$ cat config.mk
export PLATFORM = sky130hd
export DESIGN_NAME = mem_ctrl
export DESIGN_NICKNAME = d
export VERILOG_FILES = /design/src/rtl/mem_ctrl.sv
export SDC_FILE = /design/constraint.sdc
export NUM_CORES = 1
export LEC_CHECK = 0
export ABC_AREA = 1
export BUFFER_PORTS_ARGS = -buffer_cell sky130_fd_sc_hd__buf_2
export CORE_ASPECT_RATIO = 1.2
export CORE_MARGIN = 1.5
export CORE_UTILIZATION = 50
export DETAILED_ROUTE_END_ITERATION = 10
export GPL_ROUTABILITY_DRIVEN = 0
export PLACE_DENSITY = 0.77
export SLEW_MARGIN = 20
export SYNTH_ARGS = -nofsm -noshare
export SYNTH_HDL_FRONTEND = slang
export SYNTH_SLANG_ARGS = --single-unit
export TNS_END_PERCENT = 5
$ cat constraint.sdc
create_clock -name clk -period 3.8 [get_ports clk]
set_input_delay 0.19 -clock clk [delete_from_list [all_inputs] [get_ports clk]]
set_output_delay 0.19 -clock clk [all_outputs]
set_load 0.05 [all_outputs]
$ cat src/rtl/mem_ctrl.sv
// Word-wide memory responder for the fetch and data ports, serialising
// each 32-bit access into four byte cycles on a byte-wide synchronous RAM.
module mem_ctrl #(
    parameter int ADDR_W = 17
) (
    input  logic              clk,
    input  logic              rst,
    input  logic              inst_ce_i,
    input  logic [31:0]       inst_addr_i,
    output logic [31:0]       inst_data_o,
    output logic              inst_ready_o,
    input  logic              data_ce_i,
    input  logic              data_we_i,
    input  logic [31:0]       data_addr_i,
    input  logic [3:0]        data_sel_i,
    input  logic [31:0]       data_wdata_i,
    output logic [31:0]       data_rdata_o,
    output logic              data_ready_o,
    output logic              busy_o,
    output logic [ADDR_W-1:0] mem_a_o,
    output logic [7:0]        mem_dout_o,
    output logic              mem_wr_o,
    input  logic [7:0]        mem_din_i
);

    localparam int WW = ADDR_W - 2;

    typedef enum logic [2:0] {
        IDLE,
        RD,
        RDL,
        WR,
        DONE
    } state_t;

    state_t              state_q, state_d;
    logic [1:0]          cnt_q, cnt_d;
    logic                port_q, port_d;
    logic [WW-1:0]       word_q, word_d;
    logic [3:0]          sel_q, sel_d;
    logic [31:0]         wdata_q, wdata_d;
    logic [23:0]         buf_q, buf_d;
    logic [31:0]         inst_data_q, inst_data_d;
    logic                inst_ready_q, inst_ready_d;
    logic [31:0]         data_rdata_q, data_rdata_d;
    logic                data_ready_q, data_ready_d;
    logic                busy_q, busy_d;
    logic [ADDR_W-1:0]   mem_a_q, mem_a_d;
    logic [7:0]          mem_dout_q, mem_dout_d;
    logic                mem_wr_q, mem_wr_d;
    logic [1:0]          cnt_inc;
    logic                unused_addr;

    assign unused_addr = ^{inst_addr_i[31:ADDR_W], inst_addr_i[1:0],
                           data_addr_i[31:ADDR_W], data_addr_i[1:0]};

    assign cnt_inc = cnt_q + 2'd1;

    always_comb begin
        state_d      = state_q;
        cnt_d        = cnt_q;
        port_d       = port_q;
        word_d       = word_q;
        sel_d        = sel_q;
        wdata_d      = wdata_q;
        buf_d        = buf_q;
        inst_data_d  = inst_data_q;
        inst_ready_d = 1'b0;
        data_rdata_d = data_rdata_q;
        data_ready_d = 1'b0;
        mem_a_d      = mem_a_q;
        mem_dout_d   = mem_dout_q;
        mem_wr_d     = 1'b0;

        unique case (state_q)
            IDLE: begin
                // Data port has priority; a pending fetch waits its turn.
                if (data_ce_i) begin
                    port_d  = 1'b1;
                    word_d  = data_addr_i[ADDR_W-1:2];
                    sel_d   = data_sel_i;
                    wdata_d = data_wdata_i;
                    cnt_d   = 2'd0;
                    mem_a_d = {data_addr_i[ADDR_W-1:2], 2'b00};
                    if (data_we_i) begin
                        state_d    = WR;
                        mem_dout_d = data_wdata_i[7:0];
                        mem_wr_d   = data_sel_i[0];
                    end else begin
                        state_d = RD;
                    end
                end else if (inst_ce_i) begin
                    port_d  = 1'b0;
                    word_d  = inst_addr_i[ADDR_W-1:2];
                    cnt_d   = 2'd0;
                    mem_a_d = {inst_addr_i[ADDR_W-1:2], 2'b00};
                    state_d = RD;
                end
            end
            RD: begin
                // Read data trails the address by one cycle.
                unique case (cnt_q)
                    2'd1:    buf_d[7:0]   = mem_din_i;
                    2'd2:    buf_d[15:8]  = mem_din_i;
                    2'd3:    buf_d[23:16] = mem_din_i;
                    default: ;
                endcase
                cnt_d = cnt_inc;
                if (cnt_q == 2'd3) begin
                    state_d = RDL;
                end else begin
                    mem_a_d = {word_q, cnt_inc};
                end
            end
            RDL: begin
                state_d = DONE;
                if (port_q) begin
                    data_rdata_d = {mem_din_i, buf_q};
                    data_ready_d = 1'b1;
                end else begin
                    inst_data_d  = {mem_din_i, buf_q};
                    inst_ready_d = 1'b1;
                end
            end
            WR: begin
                cnt_d = cnt_inc;
                if (cnt_q == 2'd3) begin
                    state_d      = DONE;
                    data_ready_d = 1'b1;
                end else begin
                    mem_a_d    = {word_q, cnt_inc};
                    mem_dout_d = wdata_q[{cnt_inc, 3'b000} +: 8];
                    mem_wr_d   = sel_q[cnt_inc];
                end
            end
            DONE: begin
                state_d = IDLE;
            end
            default: begin
                state_d = IDLE;
            end
        endcase

        busy_d = (state_d != IDLE);
    end

    always_ff @(posedge clk or negedge rst) begin
        if (!rst) begin
            state_q      <= IDLE;
            cnt_q        <= 2'd0;
            port_q       <= 1'b0;
            word_q       <= '0;
            sel_q        <= 4'd0;
            wdata_q      <= 32'd0;
            buf_q        <= 24'd0;
            inst_data_q  <= 32'd0;
            inst_ready_q <= 1'b0;
            data_rdata_q <= 32'd0;
            data_ready_q <= 1'b0;
            busy_q       <= 1'b0;
            mem_a_q      <= '0;
            mem_dout_q   <= 8'd0;
            mem_wr_q     <= 1'b0;
        end else begin
            state_q      <= state_d;
            cnt_q        <= cnt_d;
            port_q       <= port_d;
            word_q       <= word_d;
            sel_q        <= sel_d;
            wdata_q      <= wdata_d;
            buf_q        <= buf_d;
            inst_data_q  <= inst_data_d;
            inst_ready_q <= inst_ready_d;
            data_rdata_q <= data_rdata_d;
            data_ready_q <= data_ready_d;
            busy_q       <= busy_d;
            mem_a_q      <= mem_a_d;
            mem_dout_q   <= mem_dout_d;
            mem_wr_q     <= mem_wr_d;
        end
    end

    assign inst_data_o  = inst_data_q;
    assign inst_ready_o = inst_ready_q;
    assign data_rdata_o = data_rdata_q;
    assign data_ready_o = data_ready_q;
    assign busy_o       = busy_q;
    assign mem_a_o      = mem_a_q;
    assign mem_dout_o   = mem_dout_q;
    assign mem_wr_o     = mem_wr_q;

endmodule

==> results.yml, run 1 <==
clocking:
  cts_hold_buf: 33
  cts_root_buffer: "clkbuf_16"
  cts.reportedPaths.clkPinSlew_ns: 0.06
  cts_tree: "built"
  cts-buffers-inserted: 17
  post-cts-setup-buffers: 0
  cts_resized: 0
  cts_sinks: 174
  clock_latency_ns: 0.42
  clockBufferDepth: 2
  htreeDepth: 4
logic_synthesis:
  yosysTopAreaCell: "dfrtp_1"
  synth_area_leaders: "dfrtp_1 59%, nand2_1 17%, o21ai_0 6.8%"
  yosysWarnings: 0
  ys_ff_latch: 174
  avgSynthCellArea_um2: 8.479
  syn_inst: 874
  yosys.cell_types.count: 26
  synth_top_cell_area_share: 0.5875
  yosys.cell_count.top_type: "nand2_1"
  syn_area_um2: 7411
  synth_edf_count: 0
  yosys-top-cells-count: "342 x nand2_1, 174 x dfrtp_1, 100 x o21ai_0"
  ys.flop_type: "dfrtp_1"
  syn-num-nets: 991
  synth_seq_area_share: 0.5875
  synthArstFlopShare: 1.000
final_layout:
  utilization: 0.6495
  finalNetCount: 1177
  diodes: 0
  fillers: 1161
  design_area_um2: 9361
  area_delta_synth_final_pct: 26.32
  drive_gt1_frac: 0.2201
global_route:
  grt_pass1_wl_mm: 27.63
  antenna_found_initial: 0
  grt_pass1_vias: 5639
  overflow: 0
  grt_max_degree: 110
  globalRouteTotalUtil: 0.2273
power_and_ir_drop:
  leakage_nw: 5.050
  total_power_mw: 9.514
  p_per_area_nw_per_um2: 1016
  vdd_drop_max_mv: 0.4326
route:
  finalWirelength_mm: 16.62
  drt_iter0_markers: 498
  avgRoutedWirePerCell_um: 13.33
  drtAntennaViolNets: 0
  drc: 0
  routed_via_density: 4.916
  dr.pass1.iters: 5
  vias: 6130
worst_hold_path:
  hp-class: "in2reg"
placed_design:
  dp.final_hpwl_mm: 10.77
  postPlaceCellArea_um2: 8325
  io_buffers: 171
sta:
  fmax_ghz: 0.4774
  finClkSkew_ns: 0.006058
  finalSetupTns_ns: 0
  worst_pin_slew_ns: 1.013
  min_period_ns: 2.095
  slew_headroom: 0.3239
  hold_viol: 0
  setup_viol: 0
  rsz0062_at_grt: "no"
  holdWs_ns: 0.02335
  slew_violations: 0
  post-route-period-util: 0.5512
critical_path:
  crit_slowest_cell: "nor2_2"
  cp-start-kind: "register"
  critPathMaxStageDelay_ns: 0.77
  path_buf_inv: 1
  cp.arrival_ns: 2.46
  path_max_fanout: 32
  critPathTopFamily: "simple AND/OR/NAND/NOR gates"
  cp_common_cell: "nand2_1"
  setup.worst_path.class: "reg2reg"
  cp-end-kind: "register"
  cp_data_required_time_ns: 4.16
  critical_path.cell_chain: "nor2_4 > nand2_4 > nor2_2 > inv_2 > nand3_4 > nand2_1 > nand2_1"
die:
  boundaryPins: 206
  start_util: 0.5141
  rows: 48
  fp.dieArea_um2: 15560
  coreArea_um2: 14410
  fp.dieH_um: 136.4
  die_w_um: 114.1
job:
  cap_violations: 0
outcome:
  outcome: "complete, no violations"
registers in the layout (all words and copies together) (netlist names), 2 cells and up:
register and cells:
mem_dout_o 8, state_q 3, wdata_q 32, mem_a_o 17
buf_q 24, sel_q 4, data_rdata_o 32, cnt_q 2
word_q 15, inst_data_o 32
area by class of cell:
cell class / count / area [um^2] / area share
multi-input combinational: 575 / 2532 / 0.2705
clock inverter: 11 / 211.5 / 0.02259
inverter: 82 / 307.8 / 0.03288
tap: 175 / 219.0 / 0.02339
timing repair buffer: 210 / 1270 / 0.1357
sequential: 174 / 4354 / 0.4651
clock buffer: 20 / 466.7 / 0.04985
worst register-to-register path, delay by kind of cell, from the launching register on:
kind | cells | cell delay (ns)
simple gates | 6 | 1.43
flops | 1 | 0.49
buf+inv | 1 | 0.12
routing by layer:
metal,wire length (um),track usage,part of all wire
met5,0,0,0
met4,217,0.07153,0.013
met3,767,0.05350,0.046
met2,8223,0.3788,0.49
met1,7410,0.2952,0.45
stage by stage:
step	cells	worst slack [ns]
after floorplan	874	1.861
after global placement	1182	1.740
after detailed placement	1182	1.686
after CTS	1246	1.679
after global routing	1247	1.453
final	1247	1.705
worst paths after layout:
check	from	endpoint	slack, ns	cells after the start
max	state_q[2]$_DFF_PN0_	mem_a_o[9]$_DFFE_PN0P_	1.71	7
max reg2reg	state_q[2]$_DFF_PN0_	mem_a_o[9]$_DFFE_PN0P_	1.71	7
min in group asynchronous	rst	inst_data_o[17]$_DFFE_PN0P_	0.20	2
min	data_sel_i[0]	sel_q[0]$_DFFE_PN0P_	0.02	3
min reg2reg	wdata_q[28]$_DFFE_PN0P_	wdata_q[28]$_DFFE_PN0P_	0.47	2
max in group asynchronous	rst	port_q$_DFFE_PN0P_	2.55	4
kinds of logic (layout without fill, tap and decap cells):
kind of cell / after synthesis / after routing / share of synthesized area
compound gates: 151 / 151 / 0.1028
fa+ha+maj: 4 / 4 / 0.006754
buf+inv: 125 / 323 / 0.07209
flops: 174 / 174 / 0.5875
simple gates: 420 / 420 / 0.2308
cells in the final DEF (no fill, tap or decap), types with 17 or more instances in the layout:
master	count
clkbuf_16	17
inv_1	75
nor2_1	28
nand2_1	342
o21ai_0	100
nand3_1	29
dfrtp_1	174
dlygate4sd3_1	33
buf_2	170
o21ai_1	42
power by group:
group          internal, mW  switching, mW
clock                  1.28          0.686
combinational          1.10           3.29
sequential             2.74          0.417
Power figures use the tool's default switching activity.
==> inputs of run 2 (changes only) <==
clock period = 1.99 ns   (was 3.8 ns; I/O delays follow)
==> run 2 against run 1 <==
Net effect: clock-buffer cell count increased by 1; routed wire length increased by 3.5%; largest cell class unchanged; register-to-register slack got worse by 1.5 ns; global-route usage increased by 0.60 points.
==> results.yml, run 2 (synthesized netlist as in run 1, its figures left out) <==
route:
  dr.pass1.iters: 6
  drt_iter0_markers: 501
  drc: 0
  avgRoutedWirePerCell_um: 13.61
  vias: 6276
  drtAntennaViolNets: 0
  routed_via_density: 4.965
  finalWirelength_mm: 17.20
global_route:
  grt_max_degree: 66
  antenna_found_initial: 0
  globalRouteTotalUtil: 0.2333
  grt_pass1_vias: 5842
  grt_pass1_wl_mm: 28.65
  overflow: 0
power_and_ir_drop:
  p_per_area_nw_per_um2: 1888
  p_int_mw: 9.251
  sequentialPowerShare: 0.338
  swShare: 0.4805
  pwr-share-clk: 0.181
  vdd_drop_max_mv: 0.9278
  leakage_nw: 5.069
  total_power_mw: 17.81
  power_switching_mw: 8.555
  combPwrFrac: 0.481
clocking:
  cts_sinks: 174
  cts.reportedPaths.clkPinSlew_ns: 0.07
  htreeDepth: 4
  clockBufferDepth: 2
  cts_tree: "built"
  cts-buffers-inserted: 17
  clock_latency_ns: 0.42
  cts_root_buffer: "clkbuf_16"
worst_hold_path:
  hp-class: "in2reg"
  hold_depth: 5
final_layout:
  fin_cells: 1264
  diodes: 0
  area_delta_synth_final_pct: 27.27
  fillers: 1147
  final_common_cell: "nand2_1"
  design_area_um2: 9432
  mostFrequentLayoutCells: "342 x nand2_1, 174 x dfrtp_1, 170 x buf_2, 100 x o21ai_0, 75 x inv_1"
  drive_gt1_frac: 0.2222
  finalNetCount: 1193
sta:
  rsz0062_at_grt: "no"
  post-route-period-util: 0.8918
  worst_pin_slew_ns: 0.5638
  min_period_ns: 1.775
  fmax_ghz: 0.5635
  slew_violations: 0
  setup_viol: 0
  finalSetupTns_ns: 0
  slew_headroom: 0.6233
  hold_viol: 0
  holdWs_ns: 0.01302
  finClkSkew_ns: 0.008672
critical_path:
  setup.worst_path.class: "reg2reg"
  reg2reg_depth: 8
  cp-start-kind: "register"
  critical_path.cell_chain: "inv_1 > ha_1 > clkinvlp_4 > nor2_1 > nand2_1 > nand3_1 > nand2_1 > nand2_1"
  cp-end-kind: "register"
  cp_common_cell: "nand2_1"
  path_max_fanout: 19
  path_buf_inv: 2
  critPathMaxStageDelay_ns: 0.42
  crit_slowest_cell: "dfrtp_1"
  cp_data_required_time_ns: 2.35
  worstSetupPathDepth: 8
  cp.arrival_ns: 2.13
  critPathTopFamily: "simple AND/OR/NAND/NOR gates"
placed_design:
  io_buffers: 171
  dpl.cell_count: 1188
  postPlaceCellArea_um2: 8408
  dp.final_hpwl_mm: 11.18
die:
  boundaryPins: 206
  fp.dieArea_um2: 15560
  rows: 48
  die_w_um: 114.1
  coreArea_um2: 14410
  fp.dieH_um: 136.4
  start_util: 0.5141
outcome:
  outcome: "complete, no violations"
job:
  cap_violations: 0
-- run 2: changes by cell type in the layout (fill, tap and decap cells not counted) --
cell and change:
dlygate4sd3_1 +11, bufinv_16 -5, clkinvlp_4 +4, buf_12 +3
buf_4 +3, clkinv_2 -2, clkinv_4 +2, inv_6 +2
buf_16 -1, clkbuf_1 +1, clkinv_1 -1
-- run 2: routing by layer --
metal	up-vias	global-route usage	part of all wire
met3	30	0.04547	0.053
met5	-	0	0
met4	0	0.07292	0.021
met1	2886	0.3104	0.44
li1	3132	-	-
met2	228	0.3879	0.49
-- run 2: what timing repair did --
action                                 CTS  global route
setup endpoints to repair                0             9
setup buffers                            0             0
hold buffers                            44             0
resized for setup                        0             1
endpoints found under the hold margin   90             0
-- run 2: tightest hold or removal path: cells and delay by family --
| kind | cells | cell delay, ns |
|---|---|---|
| AOI/OAI and AO/OA | 1 | 0.06 |
| and+or+nand+nor | 3 | 0.16 |
| buffers and inverters | 1 | 0.08 |
-- run 2: final timing paths --
check	from	end	slack, ns
max in group asynchronous	rst	mem_a_o[9]$_DFFE_PN0P_	1.10
min in group asynchronous	rst	inst_data_o[23]$_DFFE_PN0P_	0.19
max	cnt_q[0]$_DFFE_PN0P_	mem_dout_o[3]$_DFFE_PN0P_	0.22
min	inst_addr_i[6]	word_q[4]$_DFFE_PN0P_	0.01
min reg2reg	mem_a_o[1]$_DFFE_PN0P_	mem_a_o[1]$_DFFE_PN0P_	0.47
max reg2reg	cnt_q[0]$_DFFE_PN0P_	mem_dout_o[3]$_DFFE_PN0P_	0.22
-- run 2: cell type report --
class | count | area, um^2 | share of cell area
well taps | 175 | 219.0 | 0.02322
inverters | 82 | 311.5 | 0.03303
flip-flops and latches | 174 | 4354 | 0.4617
clock buffers | 21 | 470.5 | 0.04988
clock inverters | 11 | 108.9 | 0.01154
multi-input cells | 575 | 2532 | 0.2685
repair buffers | 226 | 1435 | 0.1522
-- run 2: per-stage QoR --
stage                       util  setup slack, ns
after global placement    0.5833           0.2273
after CTS                 0.6541          0.09089
after detailed placement  0.5833           0.1520
after global routing      0.6543          0.07975
after floorplan                -          0.05141
final                     0.6543           0.2153
-- run 2: power groups by stage --
stage | Sequential [mW] | Combinational (mW) | Clock (mW)
2_1_floorplan | 8.97 | 3.57 | 0
3_3_place_gp | 6.02 | 8.28 | 0
3_5_place_dp | 6.06 | 8.46 | 0
4_1_cts | 6.02 | 8.58 | 3.29
5_1_grt | 6.22 | 9.44 | 3.42
6_report | 6.02 | 8.56 | 3.23
